File: config.mk
export PLATFORM = sky130hd
export DESIGN_NAME = int_reg_bank
export DESIGN_NICKNAME = d
export VERILOG_FILES = /design/src/rtl/int_reg_pkg.sv /design/src/rtl/int_reg_cell.sv /design/src/rtl/int_reg_bank.sv
export SDC_FILE = /design/constraint.sdc
export NUM_CORES = 1
export LEC_CHECK = 0
export CORE_AREA = 2 2 444 446
export DETAILED_ROUTE_END_ITERATION = 10
export DIE_AREA = 0 0 446 448
export RECOVER_POWER = 50
export SETUP_SLACK_MARGIN = 0.05
export SYNTH_ARGS = -nofsm -noshare
export SYNTH_HDL_FRONTEND = slang
export SYNTH_SLANG_ARGS = --single-unit
File: constraint.sdc
create_clock -name aclk -period 3.9 [get_ports aclk]
set_clock_uncertainty 0.05 [all_clocks]
set_input_delay 0.975 -clock aclk [delete_from_list [all_inputs] [get_ports aclk]]
set_output_delay 0.975 -clock aclk [all_outputs]
set_load 0.01 [all_outputs]
File: src/rtl/int_reg_pkg.sv
// Shared constants and helpers for the internal register bank.
package int_reg_pkg;

    localparam logic [1:0] RESP_OKAY   = 2'b00;
    localparam logic [1:0] RESP_SLVERR = 2'b10;

    function automatic int unsigned byte_lanes(input int unsigned data_width);
        return data_width / 8;
    endfunction

    // Byte-address bits below the word index.
    function automatic int unsigned addr_shift(input int unsigned data_width);
        return $clog2(data_width / 8);
    endfunction

endpackage

File: src/rtl/int_reg_cell.sv
// Single control register with per-byte-lane strobed write and loadable reset value.
module int_reg_cell
    import int_reg_pkg::*;
#(
    parameter int unsigned DATA_WIDTH = 32
) (
    input  logic                             aclk,
    input  logic                             areset,
    input  logic [DATA_WIDTH-1:0]            reset_value,
    input  logic                             wr_en,
    input  logic [DATA_WIDTH-1:0]            wr_data,
    input  logic [byte_lanes(DATA_WIDTH)-1:0] wr_strb,
    output logic [DATA_WIDTH-1:0]            q
);

    localparam int unsigned LANES = byte_lanes(DATA_WIDTH);

    always_ff @(posedge aclk) begin
        if (areset) begin
            q <= reset_value;
        end else if (wr_en) begin
            for (int unsigned b = 0; b < LANES; b++) begin
                if (wr_strb[b]) begin
                    q[b*8 +: 8] <= wr_data[b*8 +: 8];
                end
            end
        end
    end

endmodule

File: src/rtl/int_reg_bank.sv
// Register bank terminating the bridge's internal interface; single-cycle acks.
// Optional feature: define INT_REG_BANK_ERR_EN to report RO/out-of-range accesses as errors.
module int_reg_bank
    import int_reg_pkg::*;
#(
    parameter int unsigned                     ADDR_WIDTH  = 10,
    parameter int unsigned                     DATA_WIDTH  = 32,
    parameter int unsigned                     NUM_REGS    = 16,
    parameter logic [NUM_REGS-1:0]             RO_MASK     = '0,
    parameter logic [NUM_REGS*DATA_WIDTH-1:0]  RESET_VALUE = '0
) (
    input  logic                              aclk,
    input  logic                              areset,
    input  logic [ADDR_WIDTH-1:0]             int_addr,
    input  logic [DATA_WIDTH-1:0]             int_wr_data,
    input  logic [DATA_WIDTH/8-1:0]           int_wr_strb,
    input  logic                              int_wr_en,
    input  logic                              int_rd_en,
    output logic                              int_wr_ack,
    output logic                              int_wr_err,
    output logic                              int_rd_ack,
    output logic                              int_rd_err,
    output logic [DATA_WIDTH-1:0]             int_rd_data,
    output logic [NUM_REGS*DATA_WIDTH-1:0]    ctrl_regs,
    input  logic [NUM_REGS*DATA_WIDTH-1:0]    stat_regs,
    output logic [NUM_REGS-1:0]               wr_pulse,
    output logic [NUM_REGS-1:0]               rd_pulse
);

    localparam int unsigned SHIFT = addr_shift(DATA_WIDTH);
    localparam int unsigned IDX_W = ADDR_WIDTH - SHIFT;

    logic [IDX_W-1:0]      idx;
    logic                  rd_req;
    logic [NUM_REGS-1:0]   wr_hit;
    logic [NUM_REGS-1:0]   rd_hit;
    logic [DATA_WIDTH-1:0] rd_word;
    logic                  unused_bits;

    assign idx    = int_addr[ADDR_WIDTH-1:SHIFT];
    // A write wins over a simultaneous (illegal) read.
    assign rd_req = int_rd_en && !int_wr_en;

    assign unused_bits = &{1'b0, int_addr[SHIFT-1:0], stat_regs};

    // Out-of-range indices match no slot, so they fall through to no hit and zero data.
    always_comb begin
        wr_hit  = '0;
        rd_hit  = '0;
        rd_word = '0;
        for (int unsigned i = 0; i < NUM_REGS; i++) begin
            if (idx == IDX_W'(i)) begin
                wr_hit[i] = int_wr_en && !RO_MASK[i];
                rd_hit[i] = rd_req;
                rd_word   = RO_MASK[i] ? stat_regs[i*DATA_WIDTH +: DATA_WIDTH]
                                       : ctrl_regs[i*DATA_WIDTH +: DATA_WIDTH];
            end
        end
    end

    for (genvar g = 0; g < NUM_REGS; g++) begin : g_slot
        if (RO_MASK[g]) begin : g_ro
            assign ctrl_regs[g*DATA_WIDTH +: DATA_WIDTH] = '0;
        end else begin : g_rw
            int_reg_cell #(
                .DATA_WIDTH (DATA_WIDTH)
            ) u_cell (
                .aclk        (aclk),
                .areset      (areset),
                .reset_value (RESET_VALUE[g*DATA_WIDTH +: DATA_WIDTH]),
                .wr_en       (wr_hit[g]),
                .wr_data     (int_wr_data),
                .wr_strb     (int_wr_strb),
                .q           (ctrl_regs[g*DATA_WIDTH +: DATA_WIDTH])
            );
        end
    end

    always_ff @(posedge aclk) begin
        if (areset) begin
            int_wr_ack  <= 1'b0;
            int_rd_ack  <= 1'b0;
            wr_pulse    <= '0;
            rd_pulse    <= '0;
            int_rd_data <= '0;
        end else begin
            int_wr_ack <= int_wr_en;
            int_rd_ack <= rd_req;
            wr_pulse   <= wr_hit;
            rd_pulse   <= rd_hit;
            if (rd_req) begin
                int_rd_data <= rd_word;
            end
        end
    end

`ifdef INT_REG_BANK_ERR_EN
    logic in_range;
    logic ro_sel;

    assign in_range = (32'(idx) < NUM_REGS);
    assign ro_sel   = |(RO_MASK & rd_hit_any_mask(idx));

    function automatic logic [NUM_REGS-1:0] rd_hit_any_mask(input logic [IDX_W-1:0] sel);
        logic [NUM_REGS-1:0] m;
        m = '0;
        for (int unsigned i = 0; i < NUM_REGS; i++) begin
            if (sel == IDX_W'(i)) begin
                m[i] = 1'b1;
            end
        end
        return m;
    endfunction

    always_ff @(posedge aclk) begin
        if (areset) begin
            int_wr_err <= 1'b0;
            int_rd_err <= 1'b0;
        end else begin
            int_wr_err <= int_wr_en && (!in_range || ro_sel);
            int_rd_err <= rd_req && !in_range;
        end
    end
`else
    assign int_wr_err = 1'b0;
    assign int_rd_err = 1'b0;
`endif

endmodule

==> metrics.txt, run 1 <==
Max-Cap Viols 0; initial antenna violation count 12; flops & latches, synth approximately 580; die width roughly 450 um; Setup WS post-layout 0.2974 ns; Seq/Total Area, Yosys 44.83%; Initial DRC Count ~3500; Nets 4535; crit-path max FO 8; vias per inst 4.457; Max clock buf depth 3; area leader, netlist dfxtp_1; Worst R2R Start g_slot[5].g_rw.u_cell.q[18]; Area contributors post-synth dfxtp_1 45%, a21oi_1 12%, nand2_1 11%; ANT nets after route 0; vias in the first global route 27533; hold_sp int_rd_data[25]; routability congestion estimate between 0.9 and 1; GRT Residual Overflow 0; final WL 186.7 mm; Top FF cell, synth dfxtp_1; gr usage total 17.85%; Mean Syn Cell Area around 7.7 um2; TritonCTS buffer count a little under 70; Post CTS Setup Buffer Count 0; Post-CTS Resized 0; distinct cell type count after synthesis 67; slew margin rel. 19.25%; Synth Instances between 3000 and 4000; cell with the most instances after synthesis nand2_1; Syn-to-layout area delta 47.85%; pin count of the biggest net entering global routing 180; Critical Path End Type flip-flop; ys async rst share 0%; wire length on met3 18.86 mm; total iterations of the first detailed-routing run 6; pre-CTS setup slack -0.003992 ns; die extent in y ~450 um; pwr dens 351.0 nW/um2; commonest cells in the netlist 734 x nand2_1, 609 x a21oi_1, 578 x dfxtp_1, 436 x o21ai_0, 222 x clkbuf_1; first-pass GRT wire length between 200 and 250 mm; met1 wire length 62.04 mm; Core Region 194600 um2; Setup crit start int_addr[8]; final slew viol count 0; Slew @ Worst Pin 1.211 ns; Leakage Power 13.65 nW; full die area 199800 um2; placed cell area 36110 um2; Post-synth EDFFs 0; synth warn 0; CP Class in2reg; CTS Root Cell clkbuf_16; run status finished, final reports clean; hold buffer count at CTS 0; Fmax around 280 MHz; dpl hpwl 147.2 mm; Crit path arrival time between 4 and 5 ns; Top Layer Used met5; CP Launch Type input port; clk sinks 578; layout cells sized above 1 11.03%; Final Cycle Share 92.37%; CTS tree done; worst skew pair latency 0.66 ns; Buffers on Ports 625; VDD IR max 0.2571 mV; Post-Synthesis Cell Area between 20000 and 30000 um2; DR DRC count 0; DR WL/cell 28.45 um; Worst-path clk slew 0.06 ns; worst hold-check path type reg2reg; Required @ worst endpoint 4.41 ns; num ports 1142; fin crit period 3.603 ns; H-tree lvl count 3; final non-filler cell area 38160 um2; Starting Density 13.26%; # rows 162; unrepaired setup endpoints after global routing false; Final Hold Viols 0; Hold WS about 0.40 ns; met2 wire length 88.56 mm; final setup fails 0; share of Yosys cell area claimed by the top area cell type 44.83%; routed via count 29249
-- where the power goes --
part | total, mW | internal (mW) | switching, mW
clock network | 6.40 | 3.56 | 2.85
logic | 1.06 | 0.269 | 0.789
registers | 5.93 | 5.92 | 0.0134
total | 13.4 | 9.75 | 3.65
-- final cells by class --
type | count | area [um2]
Sequential cell | 578 | 11570
Multi-Input combinational cell | 2449 | 12840
Timing Repair Buffer | 856 | 8343
Clock inverter | 23 | 209.0
Inverter | 20 | 75.07
Clock buffer | 92 | 1932
Tap cell | 2542 | 3181
Antenna cell | 2 | 5.005
Fill cell | 21674 | 156400
-- metrics by stage --
stage                     total power, mW    TNS, ns  std cells  util (%)
after floorplan                     6.543          0       3371         -
after global placement              7.110   -0.01751       6445     18.56
after detailed placement            7.113  -0.004075       6445     18.56
after CTS                           13.47          0       6560     19.66
after global routing                13.71          0       6561     19.61
final                               13.39          0       6562     19.61
-- worst max-delay path, stage by stage --
cell and delay, ns:
clkdlybuf4s50_1 0.45, nor4_1 0.32, clkbuf_1 0.42, buf_4 0.27
nand2_1 0.22, nor2_1 0.33, a221o_1 0.26, o2111ai_1 0.31
buf_4 0.27, a221oi_1 0.27
-- kinds of logic (layout without fill, tap and decap cells) --
kind of cell / after synthesis / after routing / share of synthesized area [%]
simple gates: 1082 / 1082 / 17.86
compound gates: 1271 / 1271 / 27.33
buf+inv: 344 / 991 / 5.497
flops: 578 / 578 / 44.83
other cells: 1 / 4 / 0.01453
mux: 94 / 94 / 4.465
-- final timing paths --
check               endpoint  slack, ns  cells after the start
max           int_rd_data[0]       0.30                     10
min reg2reg  int_rd_data[25]       0.40                      2
max reg2reg  int_rd_data[18]       1.61                      6
min          int_rd_data[25]       0.40                      2
-- cells in the final DEF, fill, tap and decap left out, types with 11 or more instances in the layout --
cell,synthesis,final
nor2_1,166,169
o211ai_1,11,11
o21ai_1,18,18
a221o_1,11,11
o21ai_0,436,436
o221ai_1,19,19
nor2_4,27,24
nand2_1,734,728
nor2b_1,17,14
dfxtp_1,578,578
a21oi_1,609,609
inv_1,20,19
a21o_1,14,14
mux2i_1,42,42
mux4_2,13,13
buf_12,0,31
mux2_2,39,39
o22ai_1,15,15
nand2b_1,11,11
a31oi_1,13,13
a22oi_1,22,22
clkbuf_16,0,68
buf_4,11,189
clkdlybuf4s50_1,0,124
a221oi_1,29,29
clkbuf_8,0,15
nand3_1,51,52
dlygate4sd3_1,0,496
nor3_1,26,26
clkbuf_1,222,18
-- sequential cells by signal (all words and copies together), names as in the netlist --
register,count
rd_pulse,16
g_slot.g_rw.u_cell.q,512
wr_pulse,16
int_rd_data,32
int_wr_ack,1
int_rd_ack,1
-- layer usage --
metal	global-route usage, %	vias up
li1	-	12942
met4	13.52	22
met5	0	-
met2	29.95	1664
met1	18.20	14161
met3	6.482	460
No activity file was read; power rests on OpenSTA's default activity.
==> inputs of run 2 (changes only) <==
CELL_PAD_IN_SITES_DETAIL_PLACEMENT = 0   (was default)
CELL_PAD_IN_SITES_GLOBAL_PLACEMENT = 2   (was default)
PLACE_DENSITY_LB_ADDON = 0.1   (was default)
==> run 2 against run 1 <==
Largest power group unchanged; utilization up 0.80 points; worst hold slack barely moved; critical endpoint is now int_rd_data[18]; clock power increased by 31%; design area is 4.1% higher; critical path type unchanged; global-route usage up 2.1 points; the run now ends with capacitance limit, slew limit left; routed wire length grew 10%; die area stayed put.
==> metrics.txt, run 2 (synthesis gave the netlist of run 1 again) <==
worst reg2reg path depth 6; clk sinks 578; num ports 1142; hold buffer count at CTS 0; pre-CTS setup slack -0.2263 ns; Worst R2R Start g_slot[0].g_rw.u_cell.q[20]; unrepaired setup endpoints after global routing false; number of flip-flops under the largest register name about 510; Max clock buf depth 3; multi-input logic area 12860 um2; first-pass GRT wire length between 200 and 300 mm; Final Hold Viols 0; worst skew pair latency between 0.7 and 0.8 ns; placed cell area 36920 um2; CTS Root Cell clkbuf_16; vias per inst around 4.2; CP peak stage delay 1.50 ns; Setup WS post-layout 0.3455 ns; final std cells w/o fill 6693; total area of sequential cells between 10000 and 15000 um2; routed via count 28191; CP Class in2reg; Buffers on Ports 625; routability congestion estimate 0.7806; critical path depth 8; Nets 4643; slew margin rel. -42.67%; die width about 450 um; gr usage total 19.99%; worst hold-check path type reg2reg; run status finished with violations; vias in the first global route 28493; CP cell instances clkdlybuf4s50_1 -> buf_4 -> nor2b_4 -> nand2b_2 -> clkbuf_1 -> inv_1 -> o21ai_0 -> o22ai_1; failing checks capacitance limit, slew limit; final non-filler cell area 39720 um2; crit-path max FO 22; Core Region 194600 um2; hold_sp int_rd_data[5]; layout cells sized above 1 13.58%; DR DRC count 0; CP max stage cell clkbuf_1; Required @ worst endpoint around 4.4 ns; Fmax 281.3 MHz; final setup fails 0; VDD IR max approximately 0.27 mV; Post-CTS Resized 0; die extent in y 448 um; Top Registers g_slot.g_rw.u_cell.q (512), int_rd_data (32); Starting Density about an eighth; pin count of the biggest net entering global routing 135; Final Cycle Share 91.14%; H-tree lvl count 3; GRT Residual Overflow 0; CP delay by family, top buffers and inverters; full die area 199800 um2; Leakage Power 14.42 nW; Slew @ Worst Pin 2.140 ns; dpl hpwl approximately 150 mm; Reg with most FFs g_slot.g_rw.u_cell.q; Critical Path End Type flip-flop; CP Launch Type input port; Max-Cap Viols 1; DR WL/cell 30.73 um; Setup crit start int_wr_en; final WL 205.7 mm; Buf/Inv on CP 4; Crit path arrival time just over 4 ns; most frequent cells in the layout 728 x nand2_1, 609 x a21oi_1, 578 x dfxtp_1, 471 x dlygate4sd3_1, 436 x o21ai_0; # rows 162; initial antenna violation count 7; TritonCTS buffer count 85; Post CTS Setup Buffer Count 0; reg-to-reg setup timing slack 1.51 ns; pwr dens 390.2 nW/um2; r2r endpoint int_rd_data[20]; CP Capture Point int_rd_data[18]; total iterations of the first detailed-routing run 5; Cell Count Post-Placement 6536; Syn-to-layout area delta 53.89%; commonest non-fill, non-tap cell in the layout nand2_1; CTS tree done; fin crit period 3.555 ns; Initial DRC Count 1930; ANT nets after route 0; FILL cells 21722; Worst-path clk slew 0.06 ns; final slew viol count 23
## run 2: power breakdown
part	switching (mW)	internal [mW]
clock	3.36	5.04
combinational	0.857	0.305
sequential	0.0154	5.92
## run 2: cell type report
type	count	area share [%]
multi-input combinational	2449	32.38
antenna	5	0.03150
clock inverter	26	0.9041
clock buffer	126	6.433
inverter	20	0.1890
timing repair buffer	947	22.92
tap	2542	8.008
sequential	578	29.13
## run 2: how the worst min path moves through the flow
stage / to / slack, ns / cells after the start
floorplan: int_rd_data[25] / 0.43 / 2
global placement: int_rd_data[5] / 0.40 / 2
detailed placement: int_rd_data[5] / 0.40 / 2
CTS: int_rd_data[5] / 0.42 / 2
global route: int_rd_data[5] / 0.43 / 2
finish: int_rd_data[5] / 0.40 / 2
## run 2: tightest hold or removal path, delay by kind of cell, from the launching register on
family | cells | cell delay [ns]
simple gates | 2 | 0.10
flops | 1 | 0.32
## run 2: layer usage
metal	share of wire, %	up-vias	track usage [%]
met5	0.013	-	0
met4	1.9	4	4.493
met3	4.2	142	3.281
met2	48	666	33.55
met1	46	14153	26.69
li1	-	13226	-
## run 2: through the flow
stage          util (%)  power, mW  hold slack (ns)  setup TNS (ns)
6_report          20.41      15.50           0.4028               0
5_1_grt           20.41      16.08           0.4275               0
4_1_cts           20.47      15.87           0.4158               0
3_5_place_dp      18.97      7.269           0.4019          -7.063
3_3_place_gp      18.97      7.274           0.4027          -7.116
2_1_floorplan         -      6.543           0.4319               0
